===== config.mk =====
export PLATFORM = sky130hd
export DESIGN_NAME = pipe_hazard_ctrl
export DESIGN_NICKNAME = d
export VERILOG_FILES = /design/src/rtl/rv_pipe_pkg.sv /design/src/rtl/pipe_hazard_ctrl_fwd_unit.sv /design/src/rtl/pipe_hazard_ctrl.sv
export SDC_FILE = /design/constraint.sdc
export NUM_CORES = 1
export LEC_CHECK = 0
export BUFFER_PORTS_ARGS = -buffer_cell sky130_fd_sc_hd__buf_2
export CORE_UTILIZATION = 40
export CTS_BUF_LIST = sky130_fd_sc_hd__clkbuf_16
export DETAILED_ROUTE_END_ITERATION = 16
export PLACE_DENSITY = 0.69
export RECOVER_POWER = 50
export SETUP_SLACK_MARGIN = 0.02
export SLEW_MARGIN = 20
export SYNTH_ARGS = -nofsm -noshare
export SYNTH_HDL_FRONTEND = slang
export SYNTH_SLANG_ARGS = --single-unit

===== constraint.sdc =====
create_clock -name clk -period 5.9 [get_ports clk]
set_input_delay 0.295 -clock clk [delete_from_list [all_inputs] [get_ports clk]]
set_output_delay 0.295 -clock clk [all_outputs]
set_load 0.05 [all_outputs]

===== src/rtl/rv_pipe_pkg.sv =====
// Shared pipeline-control types for the 5-stage RV32I core: forwarding selects,
// hazard-sequencer state encoding and the bundled stall/flush control word.
package rv_pipe_pkg;

    localparam int REG_NUM_SIZE = 5;

    typedef logic [REG_NUM_SIZE-1:0] reg_num_t;

    typedef enum logic [1:0] {
        FWD_RF  = 2'b00,
        FWD_WB  = 2'b01,
        FWD_MEM = 2'b10
    } fwd_sel_e;

    typedef enum logic {
        HZ_RUN      = 1'b0,
        HZ_MEM_WAIT = 1'b1
    } hz_state_e;

    typedef struct packed {
        logic stall_f;
        logic stall_d;
        logic stall_e;
        logic stall_m;
        logic flush_d;
        logic flush_e;
        logic flush_w;
    } pipe_ctrl_t;

    localparam pipe_ctrl_t CTRL_IDLE = '0;

    // Data-memory freeze: hold everything up to M and feed WB bubbles.
    localparam pipe_ctrl_t CTRL_FREEZE = '{
        stall_f: 1'b1, stall_d: 1'b1, stall_e: 1'b1, stall_m: 1'b1,
        flush_d: 1'b0, flush_e: 1'b0, flush_w: 1'b1
    };

    // A producer matches a consumer only if it writes, is not x0, and names the same register.
    function automatic logic reg_match(input logic we, input reg_num_t rd, input reg_num_t rs);
        return we && (rd != '0) && (rd == rs);
    endfunction

endpackage


===== src/rtl/pipe_hazard_ctrl_fwd_unit.sv =====
// EX operand forwarding comparator: picks MEM, WB or register-file value for one source.
module fwd_unit
    import rv_pipe_pkg::*;
(
    input  reg_num_t rs_e_i,
    input  reg_num_t rd_m_i,
    input  logic     we_m_i,
    input  reg_num_t rd_w_i,
    input  logic     we_w_i,
    output fwd_sel_e sel_o
);

    // MEM holds the younger result, so it is checked before WB.
    always_comb begin
        if (reg_match(we_m_i, rd_m_i, rs_e_i)) begin
            sel_o = FWD_MEM;
        end else if (reg_match(we_w_i, rd_w_i, rs_e_i)) begin
            sel_o = FWD_WB;
        end else begin
            sel_o = FWD_RF;
        end
    end

endmodule


===== src/rtl/pipe_hazard_ctrl.sv =====
// Pipeline sequencer: EX forwarding, load-use stall, branch flush, data-memory wait freeze,
// plus a saturating stall-cycle counter and a sticky memory-timeout flag.
module pipe_hazard_ctrl
    import rv_pipe_pkg::*;
#(
    parameter int MEM_TIMEOUT = 64,
    parameter int CNT_W       = 16
) (
    input  logic             clk,
    input  logic             rst,
    input  logic [4:0]       rs1_d,
    input  logic [4:0]       rs2_d,
    input  logic [4:0]       rs1_e,
    input  logic [4:0]       rs2_e,
    input  logic [4:0]       rd_e,
    input  logic             de_we_e,
    input  logic             mem_reg_e,
    input  logic [4:0]       rd_m,
    input  logic             de_we_m,
    input  logic [4:0]       rd_w,
    input  logic             de_we_w,
    input  logic             brn_taken_e,
    input  logic             mem_req_m,
    input  logic             mem_ready,
    output logic [1:0]       fwd_a,
    output logic [1:0]       fwd_b,
    output logic             stall_f,
    output logic             stall_d,
    output logic             stall_e,
    output logic             stall_m,
    output logic             flush_d,
    output logic             flush_e,
    output logic             flush_w,
    output logic             mem_wait,
    output logic             mem_err,
    output logic [CNT_W-1:0] stall_cnt
);

    localparam int WAIT_W = $clog2(MEM_TIMEOUT + 1);
    localparam logic [WAIT_W-1:0] WAIT_MAX = WAIT_W'(MEM_TIMEOUT);

    hz_state_e         state_q, state_d;
    logic [WAIT_W-1:0] wait_cnt_q, wait_cnt_d;
    logic              mem_err_q, mem_err_d;
    logic [CNT_W-1:0]  stall_cnt_q, stall_cnt_d;

    pipe_ctrl_t ctrl;
    fwd_sel_e   fwd_a_sel, fwd_b_sel;
    logic       load_use;
    logic       mem_miss;

    fwd_unit u_fwd_a (
        .rs_e_i (rs1_e),
        .rd_m_i (rd_m),
        .we_m_i (de_we_m),
        .rd_w_i (rd_w),
        .we_w_i (de_we_w),
        .sel_o  (fwd_a_sel)
    );

    fwd_unit u_fwd_b (
        .rs_e_i (rs2_e),
        .rd_m_i (rd_m),
        .we_m_i (de_we_m),
        .rd_w_i (rd_w),
        .we_w_i (de_we_w),
        .sel_o  (fwd_b_sel)
    );

    assign load_use = mem_reg_e &&
                      (reg_match(de_we_e, rd_e, rs1_d) || reg_match(de_we_e, rd_e, rs2_d));
    assign mem_miss = mem_req_m && !mem_ready;

    // NOTE: every always_comb target gets a default first, so no path can infer a latch.
    always_comb begin
        ctrl       = CTRL_IDLE;
        state_d    = state_q;
        wait_cnt_d = wait_cnt_q;
        mem_err_d  = mem_err_q;

        case (state_q)
            HZ_RUN: begin
                if (mem_miss) begin
                    ctrl       = CTRL_FREEZE;
                    state_d    = HZ_MEM_WAIT;
                    wait_cnt_d = WAIT_W'(1);
                end else if (brn_taken_e) begin
                    // Branch outranks load-use: the dependent instruction is squashed anyway.
                    ctrl.flush_d = 1'b1;
                    ctrl.flush_e = 1'b1;
                end else if (load_use) begin
                    ctrl.stall_f = 1'b1;
                    ctrl.stall_d = 1'b1;
                    ctrl.flush_e = 1'b1;
                end
            end
            HZ_MEM_WAIT: begin
                // The release cycle still stalls; held instructions are re-evaluated in RUN.
                ctrl = CTRL_FREEZE;
                if (mem_ready) begin
                    state_d    = HZ_RUN;
                    wait_cnt_d = '0;
                end else if (wait_cnt_q < WAIT_MAX) begin
                    wait_cnt_d = wait_cnt_q + WAIT_W'(1);
                end
            end
            default: begin
                state_d = HZ_RUN;
            end
        endcase

        if ((state_d == HZ_MEM_WAIT) && (wait_cnt_d >= WAIT_MAX)) begin
            mem_err_d = 1'b1;
        end
    end

    assign stall_cnt_d = (ctrl.stall_f && (stall_cnt_q != '1)) ? stall_cnt_q + CNT_W'(1)
                                                               : stall_cnt_q;

    // NOTE: state registers use non-blocking assignments so every flop samples pre-edge values.
    always_ff @(posedge clk or negedge rst) begin
        if (!rst) begin
            state_q     <= HZ_RUN;
            wait_cnt_q  <= '0;
            mem_err_q   <= 1'b0;
            stall_cnt_q <= '0;
        end else begin
            state_q     <= state_d;
            wait_cnt_q  <= wait_cnt_d;
            mem_err_q   <= mem_err_d;
            stall_cnt_q <= stall_cnt_d;
        end
    end

    // Combinational outputs are forced quiet while reset is held, independent of the inputs.
    assign fwd_a     = rst ? fwd_a_sel : FWD_RF;
    assign fwd_b     = rst ? fwd_b_sel : FWD_RF;
    assign stall_f   = rst && ctrl.stall_f;
    assign stall_d   = rst && ctrl.stall_d;
    assign stall_e   = rst && ctrl.stall_e;
    assign stall_m   = rst && ctrl.stall_m;
    assign flush_d   = rst && ctrl.flush_d;
    assign flush_e   = rst && ctrl.flush_e;
    assign flush_w   = rst && ctrl.flush_w;
    assign mem_wait  = rst && (state_q == HZ_MEM_WAIT);
    assign mem_err   = mem_err_q;
    assign stall_cnt = stall_cnt_q;

endmodule


==> impl_metrics.yaml <==
outcome:
  run_status: "finished, violations left"
  violations: "capacitance limit"
power_and_ir_drop:
  p_leak_uw: 0.000999
  power.density_cell_area_mw_per_mm2: 308
  ir_drop_mv: 0.251
synthesis:
  synthesis_stage_register_bit_count: 25
  avgSynthCellArea_um2: 9.17
  cell_area_after_synthesis_mm2: 0.00169
  ys_types: 35
  proportion_of_synthesized_flip_flops_having_asynchronous_set_or_reset_pct: 100
  postSynth.topFlopCell: "sky130_fd_sc_hd__dfrtp_1"
  synth_edf_count: 0
  synth_cells: 184
  mappedNetlistNets: 230
  yosysWarnings: 0
  yosysSeqAreaShare_pct: 37.1
routing:
  route.vias.total: 1543
  totalWireLength_um: 3670
  drtAntennaViolNets: 0
  dr_wl_met2_um: 1690
  route.met3.wl_um: 179
  router_iterations_before_antenna_repair: 4
  top_layer_used: "met4"
  post_route_met1_wirelength_um: 1750
  drt_iter0_markers: 60
  drt_drc_violations_left: 0
  detail_route.wl_per_cell_um: 12.1
  avgViaCountPerCell: 5.08
clock_network:
  cts-buffers-inserted: 3
  cts_tree: "built"
  clk-insertion-delay-late_ns: 0.26
  post_cts_resized: 0
  clkSlewWorstSetupHoldPaths_ns: 0.06
  max-clock-path-buffers: 2
  hold_buffers: 0
  clk_root_buffer_cell: "sky130_fd_sc_hd__clkbuf_16"
  cts.sinks: 25
  cts_htree_levels: 1
  post_cts_buffers: 0
worst_hold_path:
  timing.hold.worst.start: "mem_ready"
  min_delay_path_depth: 2
  min_path_type: "input port to register"
placed_design:
  placement.io_buffers: 72
  gp_congestion: 0.939
  dpl.cell_count: 300
  post-dp-hpwl_um: 2850
  post_dp_cell_area_mm2: 0.00207
floorplanning:
  start_util_pct: 41.9
  num_io_pins: 73
  fp.dieArea_mm2: 0.00448
  row_count: 23
  core_area_mm2: 0.00403
  die_height_um: 67.0
  die_w_um: 67.0
sta:
  hold_violations: 0
  period_utilization_post_route_pct: 51.2
  timing.max_slew.rel_slack_pct: 0.169
  whs_ns: 0.235
  grt_setup_unrepaired: "no"
  final_max_slew_viol_count: 0
  skew_ns: 0.00333
  timing.setup.tns_ns: 0
  timing_worst_slew_pin_value_ns: 1.50
  achievable-frequency_ghz: 0.331
  finalWorstPathRequiredPeriod_ns: 3.02
  timing.final.setup_violations: 0
worst_setup_path:
  critical_path_arrival_ns: 2.73
  timing.rr.start: "stall_cnt[0]"
  timing.critical_path.from_type: "input port"
  critical_path_end_type: "output pin"
  critical_path.max_fanout: 32
  timing.reg2reg.worst_path_depth: 6
  cp_data_required_time_ns: 5.61
  startpoint: "rst"
  path_class: "input port to output pin"
global_routing:
  grt_usage_pct: 16.7
  grt_first_pass_wirelength_um: 5680
  first_global_vias: 1321
  initial_antenna_violation_count: 0
  grt_start_max_net_pins: 33
  gr-total-overflow: 0
finish:
  postLayoutCellArea_mm2: 0.00214
  final_net_count: 301
  total_area_of_multi_input_combinational_cells_mm2: 0.00100
  flow.area_growth_from_synthesis_pct: 26.5
  area.sequential_um2: 626
  num-fill-cells: 380
  antennaDiodeCount: 0
  drive_above_1_share_pct: 26.8
  stdcell_count: 304
flow_run:
  max_cap_viol_count: 1
[synthesized netlist by cell type, types with 3 or more instances]
| master | instances | share of area (%) |
|---|---|---|
| sky130_fd_sc_hd__dfrtp_1 | 25 | 37 |
| sky130_fd_sc_hd__inv_1 | 5 | 1.1 |
| sky130_fd_sc_hd__nor2_1 | 18 | 4.0 |
| sky130_fd_sc_hd__nand3_1 | 10 | 3.0 |
| sky130_fd_sc_hd__a31oi_1 | 3 | 1.1 |
| sky130_fd_sc_hd__buf_4 | 3 | 1.3 |
| sky130_fd_sc_hd__xor2_1 | 28 | 15 |
| sky130_fd_sc_hd__xnor2_1 | 17 | 8.8 |
| sky130_fd_sc_hd__nor4_1 | 7 | 2.6 |
| sky130_fd_sc_hd__nand2_1 | 13 | 2.9 |
| sky130_fd_sc_hd__nand4_1 | 5 | 1.9 |
| sky130_fd_sc_hd__o21ai_0 | 12 | 3.6 |
| sky130_fd_sc_hd__nor2b_1 | 3 | 1.1 |
| sky130_fd_sc_hd__and2_1 | 4 | 1.5 |
| sky130_fd_sc_hd__nor3_1 | 3 | 0.89 |
| sky130_fd_sc_hd__or4_1 | 5 | 2.2 |
[metal layers]
metal	GRT usage [%]	vias to the layer above
met5	0	-
met4	5.59	0
met3	2.23	5
met2	28.8	56
met1	21.3	704
li1	-	778
[metrics by stage]
stage,power (µW),setup WS [ns],util (%)
after global placement,513,3.57,51.4
after floorplan,438,2.96,-
after global routing,693,2.48,53.0
final,658,2.88,53.0
after CTS,668,3.51,53.4
after detailed placement,515,3.50,51.4
[power breakdown]
| group | switching, µW | internal, µW | total [µW] | leakage [µW] |
|---|---|---|---|---|
| sequential | 45.9 | 204 | 250 | 0.000320 |
| clock | 59.2 | 92.0 | 151 | 0.0000371 |
| combinational | 184 | 73.4 | 257 | 0.000642 |
[critical path, cell delays in order]
cell and delay [ns]:
sky130_fd_sc_hd__clkbuf_1 1.06, sky130_fd_sc_hd__o211ai_1 0.26, sky130_fd_sc_hd__or4_1 0.60, sky130_fd_sc_hd__nor4_1 0.19
sky130_fd_sc_hd__buf_2 0.31
[cells in the final DEF, fill, tap and decap left out, drive strengths merged]
master | netlist | routed
buf | 4 | 59
xor2 | 28 | 28
dfrtp | 25 | 25
nor2 | 18 | 18
xnor2 | 17 | 17
clkbuf | 2 | 16
nand2 | 13 | 13
o21ai | 12 | 12
nand3 | 10 | 10
nor4 | 7 | 7
inv | 5 | 5
nand4 | 5 | 5
or4 | 5 | 5
and2 | 4 | 4
nor2b | 3 | 3
a31oi | 3 | 3
nor3 | 3 | 3
a21oi | 3 | 3
nand2b | 2 | 2
ha | 2 | 2
and4 | 2 | 2
o211ai | 2 | 2
o31ai | 1 | 1
a21o | 1 | 1
a32o | 1 | 1
mux2i | 1 | 1
o2bb2ai | 1 | 1
o22ai | 1 | 1
and3 | 1 | 1
a311oi | 1 | 1
mux2 | 1 | 1
clkinvlp | 0 | 1
[area by class of cell]
cell class                 instances  area share (%)
clock buffer                       3            3.51
clock inverter                     1           0.351
inverter                           5           0.879
multi-input combinational        148            46.9
sequential                        25            29.3
tap                               50            2.93
timing repair buffer              72            16.1
[worst paths after layout]
path	to	slack (ns)
worst max register to register	stall_cnt[13]	3.83
worst max-delay path	fwd_b[0]	2.88
worst min register to register	mem_err	0.47
worst min-delay path	state_q	0.24
max in group asynchronous	stall_cnt[1]	4.64
min in group asynchronous	wait_cnt_q[5]	0.39
[state kept, by name (all words and copies together), names as in the netlist]
register	flops
stall_cnt	16
wait_cnt_q	7
mem_err	1
state_q	1
[cells by family after synthesis]
group,after synthesis,share of synthesized area (%)
adder cells (fa/ha/maj),2,1.48
buffers and inverters,11,3.56
XOR/XNOR,45,23.4
flip-flops,25,37.1
AND/OR/NAND/NOR,73,22.6
multiplexers,2,1.26
AO/OA/AOI/OAI,26,10.7
Power figures use the tool's default switching activity.
